===== src/rtl/mem_port_arbiter.sv =====
// Single-port memory arbiter between instruction fetch and data access.
// Data wins ties unless fetch has waited STARVE_LIMIT grants; a watchdog aborts hung accesses.
module mem_port_arbiter #(
  parameter int ADDR_W       = 32,
  parameter int DATA_W       = 32,
  parameter int STARVE_LIMIT = 4,
  parameter int TIMEOUT      = 255
) (
  input  logic              clk,
  input  logic              rst,
  input  logic              if_req,
  input  logic [ADDR_W-1:0] if_addr,
  output logic [DATA_W-1:0] if_rdata,
  output logic              if_done,
  output logic              stall_fetch,
  input  logic              dm_req,
  input  logic              dm_we,
  input  logic [ADDR_W-1:0] dm_addr,
  input  logic [DATA_W-1:0] dm_wdata,
  output logic [DATA_W-1:0] dm_rdata,
  output logic              dm_done,
  output logic              stall_mem,
  output logic              mem_req,
  output logic              mem_we,
  output logic [ADDR_W-1:0] mem_addr,
  output logic [DATA_W-1:0] mem_wdata,
  input  logic              mem_ack,
  input  logic [DATA_W-1:0] mem_rdata,
  output logic              err_timeout,
  output logic [1:0]        dbg_state
);
  // Requester handshake: a request is held with stable payload until its done
  // pulse; the request counts as accepted at the IDLE edge where it is granted.
  localparam int SC_W = $clog2(STARVE_LIMIT + 1);
  localparam int WD_W = $clog2(TIMEOUT + 1);

  typedef enum logic [1:0] {
    IDLE = 2'd0,
    BUSY = 2'd1,
    RESP = 2'd2
  } state_t;

  state_t          state, state_nxt;
  logic            owner_dm;
  logic [SC_W-1:0] starve_cnt;
  logic [WD_W-1:0] wd_cnt;
  logic            grant_dm, grant_if, wd_expired, finish;

  always_comb begin
    grant_dm = 1'b0;
    grant_if = 1'b0;
    if (dm_req && (!if_req || starve_cnt != SC_W'(STARVE_LIMIT))) grant_dm = 1'b1;
    else if (if_req) grant_if = 1'b1;
  end

  assign wd_expired = (wd_cnt == WD_W'(TIMEOUT - 1));
  assign finish     = mem_ack || wd_expired;

  always_comb begin
    state_nxt = state;
    case (state)
      IDLE:    if (grant_dm || grant_if) state_nxt = BUSY;
      BUSY:    if (finish) state_nxt = RESP;
      RESP:    state_nxt = IDLE;
      default: state_nxt = IDLE;
    endcase
  end

  always_ff @(posedge clk or posedge rst) begin
    if (rst) state <= IDLE;
    else     state <= state_nxt;
  end

  always_ff @(posedge clk or posedge rst) begin
    if (rst) begin
      owner_dm    <= 1'b0;
      mem_req     <= 1'b0;
      mem_we      <= 1'b0;
      mem_addr    <= '0;
      mem_wdata   <= '0;
      if_rdata    <= '0;
      dm_rdata    <= '0;
      if_done     <= 1'b0;
      dm_done     <= 1'b0;
      err_timeout <= 1'b0;
      starve_cnt  <= '0;
      wd_cnt      <= '0;
    end else begin
      if_done <= 1'b0;
      dm_done <= 1'b0;
      case (state)
        IDLE: begin
          if (grant_dm || grant_if) begin
            owner_dm  <= grant_dm;
            mem_req   <= 1'b1;
            mem_we    <= grant_dm & dm_we;
            mem_addr  <= grant_dm ? dm_addr : if_addr;
            mem_wdata <= grant_dm ? dm_wdata : '0;
            wd_cnt    <= '0;
            // Only a data grant that bypasses a waiting fetch counts toward starvation.
            if (grant_if || !if_req)
              starve_cnt <= '0;
            else if (starve_cnt != SC_W'(STARVE_LIMIT))
              starve_cnt <= starve_cnt + SC_W'(1);
          end
        end
        BUSY: begin
          if (finish) begin
            mem_req <= 1'b0;
            if (!mem_ack) err_timeout <= 1'b1;
            if (owner_dm) begin
              dm_done  <= 1'b1;
              dm_rdata <= (mem_ack && !mem_we) ? mem_rdata : '0;
            end else begin
              if_done  <= 1'b1;
              if_rdata <= mem_ack ? mem_rdata : '0;
            end
          end else begin
            wd_cnt <= wd_cnt + WD_W'(1);
          end
        end
        RESP:    wd_cnt <= '0;
        default: ;
      endcase
    end
  end

  assign stall_fetch = if_req & ~if_done;
  assign stall_mem   = dm_req & ~dm_done;
  assign dbg_state   = state;
endmodule


===== config.mk =====
export PLATFORM = sky130hd
export DESIGN_NAME = mem_port_arbiter
export DESIGN_NICKNAME = d
export VERILOG_FILES = /design/src/rtl/mem_port_arbiter.sv
export SDC_FILE = /design/constraint.sdc
export NUM_CORES = 1
export LEC_CHECK = 0
export BUFFER_PORTS_ARGS = -buffer_cell sky130_fd_sc_hd__buf_2
export CAP_MARGIN = 30
export CORE_MARGIN = 2
export CORE_UTILIZATION = 51
export DETAILED_ROUTE_END_ITERATION = 10
export PLACE_DENSITY = 0.91
export RECOVER_POWER = 50
export SLEW_MARGIN = 20
export SYNTH_ARGS = -nofsm -noshare
export SYNTH_HDL_FRONTEND = slang
export SYNTH_SLANG_ARGS = --single-unit

===== constraint.sdc =====
create_clock -name clk -period 9.2 [get_ports clk]
set_input_delay 0 -clock clk [delete_from_list [all_inputs] [get_ports clk]]
set_output_delay 0 -clock clk [all_outputs]
set_load 0.005 [all_outputs]

==> results of run 1 <==
==> logic make-up after synthesis <==
family	Yosys count	synth area share
adder cells (fa/ha/maj)	4	0.00835
multiplexers	32	0.0534
buffers and inverters	41	0.0373
AO/OA/AOI/OAI	154	0.179
AND/OR/NAND/NOR	142	0.109
flip-flops	147	0.613
==> synthesized netlist by cell type (5+ instances only) <==
cell type / instances / share of area
dfrtp_1: 147 / 0.61
buf_2: 11 / 0.0092
buf_6: 6 / 0.011
clkbuf_1: 13 / 0.0081
a22o_1: 65 / 0.095
o21ai_0: 61 / 0.051
nand2_1: 106 / 0.066
nand3_1: 11 / 0.0092
nor2_1: 5 / 0.0031
o21ai_1: 12 / 0.010
mux2i_1: 32 / 0.053
inv_1: 6 / 0.0038
a21o_1: 6 / 0.0075
==> through the flow <==
| stage | cell area (sq um) | power (W) | instances | hold slack, ns | setup WS (ns) |
|---|---|---|---|---|---|
| 2_1_floorplan | 6000 | 0.00159 | 520 | 0.117 | 5.25 |
| 3_3_place_gp | 7400 | 0.00198 | 904 | 0.0895 | 7.00 |
| 3_5_place_dp | 7420 | 0.00203 | 905 | 0.104 | 6.89 |
| 4_1_cts | 9280 | 0.00273 | 1068 | 0.0680 | 6.66 |
| 5_1_grt | 9150 | 0.00293 | 1069 | 0.134 | 4.06 |
| 6_report | 9150 | 0.00278 | 1070 | 0.104 | 4.88 |
==> area by class of cell <==
type | instances | area [sq um] | share of cell area
Sequential cell | 147 | 3680 | 0.402
Timing Repair Buffer | 409 | 2620 | 0.286
Multi-Input combinational cell | 332 | 2110 | 0.230
Clock buffer | 17 | 425 | 0.0465
Tap cell | 143 | 179 | 0.0195
Clock inverter | 15 | 123 | 0.0134
Inverter | 6 | 23.8 | 0.00260
Antenna cell | 1 | 2.50 | 0.000273
==> cells in the final DEF (no fill, tap or decap), types with 6 or more instances in the layout <==
master	instances
a22o_1	65
nand3_1	11
clkbuf_1	94
buf_2	175
mux2i_1	32
dfrtp_1	147
a21o_1	6
clkbuf_16	17
nand2_1	105
o21ai_0	60
buf_4	6
dlygate4sd3_1	131
o21ai_1	12
==> power breakdown <==
part	internal [W]	switching (W)
Clock	0.000354	0.000295
Sequential	0.000948	0.000220
Combinational	0.000430	0.000530
==> state kept, by name, indices dropped and copies added, names as in the netlist <==
signal       flops
wd_cnt           8
if_rdata        32
starve_cnt       3
mem_addr        32
mem_we           1
err_timeout      1
owner_dm         1
dbg_state        2
if_done          1
dm_done          1
mem_req          1
mem_wdata       32
dm_rdata        32
==> layer usage <==
layer | global-route usage | part of all wire
met1 | 0.409 | 0.37
met2 | 0.547 | 0.49
met3 | 0.0918 | 0.088
met4 | 0.202 | 0.055
met5 | 0 | 0
==> worst max-delay path by stage <==
stage / from / to / slack [ns]
3_3_place_gp: dbg_state[1] / dm_rdata[17] / 7.00
6_report: rst / mem_addr[28] / 4.88
4_1_cts: starve_cnt[0] / mem_addr[25] / 6.66
3_5_place_dp: dbg_state[1] / dm_rdata[1] / 6.89
5_1_grt: rst / mem_addr[25] / 4.06
2_1_floorplan: rst / dbg_state[0] / 5.25
==> repair_timing <==
action                    4_1_cts  5_1_grt
hold endpoints to repair      190        0
buffers inserted                0        0
hold buffers                  131        0
==> tightest hold or removal path: cells and delay by family <==
family,cells,cell delay [ns]
and+or+nand+nor,1,0.08
buffers and inverters,1,0.18
AOI/OAI and AO/OA,2,0.19
==> results, run 1 <==
- The buffering stage count on the worst path with inverters included is 4.
- The power density normalized to cell area is 303 nW/um^2.
- The first detailed-routing pass took 5 iterations.
- The run finished, with violations left.
- The floorplan step defined a die boundary enclosing 12,600 sq um.
- The last weighted congestion value of the routability-driven placer is 0.818.
- The checks that failed: capacitance limit, slew limit.
- The final cycle utilization of the critical path is 0.469.
- The initial utilization of the core area, before any placement, comes to 0.523.
- Yosys mapped a number of flops with a built-in enable equal to 0.
- Data on the critical path is required at its endpoint by 9.12 ns.
- The warning count from the yosys run is 0.
- The area of the core is 11,500 sq um.
- The data arrival time of the worst path is 4.24 ns.
- Grouping stages by cell kind, the critical path spends the most delay in buffers and inverters.
- Measured along the x axis, the die boundary spans 112 um.
- The total congestion overflow after global routing is 0.
- In this run, post-CTS repair resized a total of 0 instances.
- The filler cells instantiated in the layout total 664.
- For the final database, setup skew stands at 0.0147 ns.
- The path with the worst hold slack has its endpoint at mem_wdata[2].
- The most common cell type on the critical path is clkbuf_1.
- VDD sags by at most 0.208 mV.
- The number of instances in the synthesized netlist is 520.
- The routed wirelength normalized by instance count is 19.8 um.
- The final max-slew violation count is 112.
- Entering global routing, the biggest net connects 93 pins.
- In the synthesized netlist the async set-or-reset flop fraction comes to 1.00.
- Across the run, the number of max-cap violations was 2.
- The area growth from synthesis to layout is 52.6%.
- Setup slack on the worst reg-to-reg path comes out at 6.52 ns.
- Setup repair after global routing left no endpoint under its margin.
- The post-detailed-route DRC marker count is 0.
- The transition time at the pin with the least slew margin is 2.72 ns.
- The maximum operating frequency is 0.232 GHz.
- The first global-routing pass estimated 33,300 um of wire.
- The post-layout minimum cycle time is 4.32 ns.
- Clock-pin slew was measured on the worst setup and hold paths at 0.06 ns.
- The average cell area after synthesis is 11.5 sq um.
- In the global route stage, overall resource usage came out at 0.339.
- After the first detailed-routing iteration, the DRC count stood at 794.
- The number of cell rows is 39.
- The signal on the critical path passes through dlygate4sd3_1 > clkbuf_1 > clkinvlp_2 > clkbuf_1.
- The remaining antenna violation count is 0.
- The hold violation total from the final report was 0.
- TritonCTS built the clock tree.
- The worst hold path stage count is 4.
- The clock passes through at most 2 buffers.
- The via count of the first global-routing pass came to 6,340.
- Measured against its own limit, the worst slew margin works out to -0.813.
- For this run, the leading register cell type out of synthesis is dfrtp_1.
- The worst-path cell with the longest stage delay is clkbuf_1.
- In the final layout, the share of cells above drive strength 1 is 0.245.
- In the final design database the tool counted 1,051 nets.
- The overall via count from detail_route is 6,079.
- For this design the static power due to leakage is 4.51 nW.
- The initial antenna violation count is 0.
- Buffers placed on the I/O ports in this run total 270.
- The total standard cell area after synthesis is 6000 sq um.
- The count of final setup violators is 0.
- The endpoint identified for the worst register-to-register timing path is mem_addr[21].
- Measured in cells, the most critical reg-to-reg path has a length of 8.
- The net count after synthesis is 658.
- The count of state elements after synthesis is 147.
- The fraction of the yosys area taken by sequential cells is 0.613.
- The number of logic stages on the critical path including buffering is 4.
- The worst setup path is captured at an async pin.
- The largest stage delay on the critical path is 2.02 ns.
- The startpoint identified for the worst register-to-register timing path is starve_cnt[0].
- The start point of the worst min-delay path is if_req.
- Clock tree synthesis inserted a total of 17 buffers.
- Summed over all nets, the half-perimeter wirelength after detailed placement is 10,600 um.
- The clock network latency to the later pin of the worst-skew pair is 0.41 ns.
- The setup TNS after final layout is 0 ns.
- The clock net sink count is 147.
- The worst hold path belongs to the class in -> reg.
- The critical path start-end classification is in -> async.
- The end-of-flow core utilization is 0.798.
- Summed over all layers, the routed wires come to 21,200 um.
- The cell at the root of the clock tree is clkbuf_16.
- The highest net fanout along the worst path is 61.
- The via count normalized by instance count is 5.68.
- The kind of start point of the critical path is an input port.
- The number of top-level design ports is 271.
- The H-tree was split into 4 levels.
- In this run the vertical extent of the chip is 112 um.
- The post-synthesis cell type count is 35.
Note: power is estimated with default switching activity, not from simulation.
==> run 2, diff against run 1 <==
- CORE_UTILIZATION: 51 -> 47
- PLACE_DENSITY: 0.91 -> 0.85
- clock period: 9.2 -> 4.05 ns (I/O delays scaled with it)
==> run 2 against run 1 <==
Compared with the run above:
- via count fell by 2.2%
- critical path type is now reg -> reg
- clock power rose by 140%
- worst setup slack got worse by 3.7 ns
- first-iteration DRC count fell by 28%
- sequential share of layout area fell by 0.41 points
- power rose by 130%
- critical path depth rose by 4
- worst hold slack improved by 0.020 ns
- core utilization fell by 5.9 points
- largest power group unchanged
- largest cell class unchanged
- the run still ends with capacitance limit, slew limit left
==> results, run 2 (synthesized netlist as in run 1, its figures left out) <==
- The run finished, with violations left.
- The final reports fail on capacitance limit, slew limit.
- The horizontal die dimension is 117 um.
- The area of the core is 12,500 sq um.
- Setup violations remaining at the end of the flow were counted as 0.
- In the layout the commonest cells are 176 x buf_2, 147 x dfrtp_1, 131 x dlygate4sd3_1, 105 x nand2_1, 93 x clkbuf_1.
- The number of cell rows is 41.
- For this design the top-level I/O count stands at 271.
- The post-CTS clock slew at the launch and capture registers of the worst setup and hold paths is 0.06 ns.
- Among cell families on the critical path, the largest total delay comes from buffers and inverters.
- The routed layout has 5,948 vias.
- The final max-slew violation count is 54.
- In this run the worst path has a maximum fanout of 45.
- The cell at the root of the clock tree is clkbuf_16.
- Traced cell by cell, the critical path runs through inv_1 > ha_1 > nand3_1 > nand2_2 > buf_4 > mux2i_1 > dlygate4sd3_1 > o21ai_0.
- The post-layout minimum cycle time is 2.87 ns.
- The via count of the first global-routing pass is 5,897.
- The endpoint identified for the worst register-to-register timing path is mem_addr[25].
- The path class of the tightest hold or removal check is in -> reg.
- The routed wirelength normalized by instance count is 18.6 um.
- Once the clock tree was built, the resizer swapped 0 gates to a different size.
- On the critical path, the stage with the largest delay is an instance of nand2_2.
- The depth of the worst register-to-register path is 8.
- In this run the vertical extent of the chip is 117 um.
- The type of destination of the critical path is a flop.
- The critical path start-end classification is reg -> reg.
- The setup skew after layout is 0.0102 ns.
- The initial antenna violation count is 0.
- The floorplan step defined a die boundary enclosing 13,700 sq um.
- The number of DRC markers after the initial detailed-route iteration is 570.
- In this run the worst setup path terminates at mem_addr[25].
- The highest ir drop seen on vdd is 0.451 mV.
- At the worst endpoint, the required time is 4.30 ns.
- The hold violation total from the final report is 0.
- Summed over all layers, the global routing overflow is 0.
- The origin of the worst setup path is starve_cnt[0].
- For this run, the detailed router's first-pass iteration total came to 5.
- After layout, the design draws a total of 0.00637 W.
- The power density normalized to cell area is 689 nW/um^2.
- In the final layout, the share of cells above drive strength 1 is 0.248.
- In the final layout, the multi-input gates occupy 2120 sq um.
- In this run the number of H-tree levels came out at 4.
- The library cell used most frequently in the layout, excluding fill and tap cells, is buf_2.
- Setup repair after global routing left no endpoint under its margin.
- The TritonCTS buffer count is 17.
- The area growth from synthesis to layout is 54.2%.
- The number of nets in the layout is 1,053.
- For this run, the total global-route usage over all layers was measured as 0.292.
- The global-route wire length before repair is 30,300 um.
- The congestion estimate from routability-driven global placement came to 0.784.
- The number of antenna diodes in the final layout is 0.
- In this design, the stage delay of the slowest critical-path cell is 0.62 ns.
- The headroom to the max-slew limit is -0.528.
- The pin count of the biggest net entering global routing is 104.
- The clock net sink count is 147.
- The count of max-cap constraint violations is 1.
- The remaining antenna violation count is 0.
- The maximum operating frequency is 0.348 GHz.
- The via count normalized by instance count is 5.41.
- The critical path contains buffers and inverters numbering 3 combined.
- Counting buffers and inverters, the worst setup path is 8 cells deep.
- The transition time at the pin with the least slew margin is 2.28 ns.
- The register-to-register path setup slack is 1.18 ns.
- The start point of the worst min-delay path is if_req.
- The final cycle utilization of the critical path is 0.709.
- Summed over all layers, the routed wires come to 20,400 um.
- The CTS tree is yes.
- After routing, the total negative slack on setup checks comes to 0 ns.
- The number of I/O port buffers is 270.
- The clock network latency to the later pin of the worst-skew pair is 0.42 ns.
- For this run, design rule violations remaining after detail routing come to 0.
- In this run the critical register-to-register path is launched from starve_cnt[0].
- For this design the static power due to leakage is 4.53 nW.
- The largest buffer count on any clock path is 2.
- For the worst setup path, the data arrival time is 3.13 ns.
- The number of filler instances in the final layout is 850.
- The worst setup path is launched from a flop.
- The HPWL after detailed placement is 10,800 um.
- The starting density of the core is 0.479.
- The register area is 3680 sq um.
-- run 2: changes by cell type in the layout (fill, tap and decap cells not counted), sizes merged --
cell,delta
clkinv,-4
buf,+4
clkinvlp,+2
clkbuf,-2
diode,-1
bufinv,+2
-- run 2: tightest hold or removal path: stages --
cell,delay (ns)
buf_2,0.15
and3_1,0.19
nand3_1,0.08
o21ai_0,0.07
-- run 2: repair_timing --
item	4_1_cts	5_1_grt
setup endpoints to repair	0	0
hold buffers	131	0
hold endpoints to repair	231	0
setup buffers	0	0
-- run 2: how the worst min path moves through the flow --
| stage | endpoint | slack (ns) | depth (start not counted) |
|---|---|---|---|
| 2_1_floorplan | stall_fetch | 0.12 | 1 |
| 3_3_place_gp | if_rdata[22] | 0.23 | 2 |
| 3_5_place_dp | if_rdata[22] | 0.24 | 2 |
| 4_1_cts | starve_cnt[0] | 0.1 | 4 |
| 5_1_grt | starve_cnt[0] | 0.16 | 4 |
| 6_report | starve_cnt[2] | 0.12 | 4 |
-- run 2: where the power goes --
group,switching [W],internal (W)
combinational,0.00118,0.000975
sequential,0.000481,0.00215
clock,0.000659,0.000924
total,0.00232,0.00405
-- run 2: final cells by class --
class,instances,share of cell area
flip-flops and latches,147,0.398
repair buffers,411,0.283
multi-input cells,332,0.229
clock buffers,17,0.0460
well taps,172,0.0233
clock inverters,15,0.0183
inverters,6,0.00257
-- run 2: routing by layer --
| metal | routed length [um] | global-route usage |
|---|---|---|
| met2 | 10200 | 0.483 |
| met4 | 831 | 0.164 |
| met3 | 1810 | 0.0922 |
| met1 | 7590 | 0.338 |
| met5 | 0 | 0 |
-- run 2: metrics by stage --
| step | instances | setup slack (ns) | instance area [sq um] | hold WS (ns) | util |
|---|---|---|---|---|---|
| global placement | 935 | 1.83 | 7450 | 0.234 | 0.595 |
| CTS | 1098 | 1.28 | 9360 | 0.0975 | 0.747 |
| floorplan | 520 | 0.0987 | 6000 | 0.117 | - |
| finish | 1100 | 1.18 | 9250 | 0.124 | 0.739 |
| detailed placement | 935 | 1.71 | 7450 | 0.236 | 0.595 |
| global route | 1100 | 0.746 | 9250 | 0.159 | 0.739 |
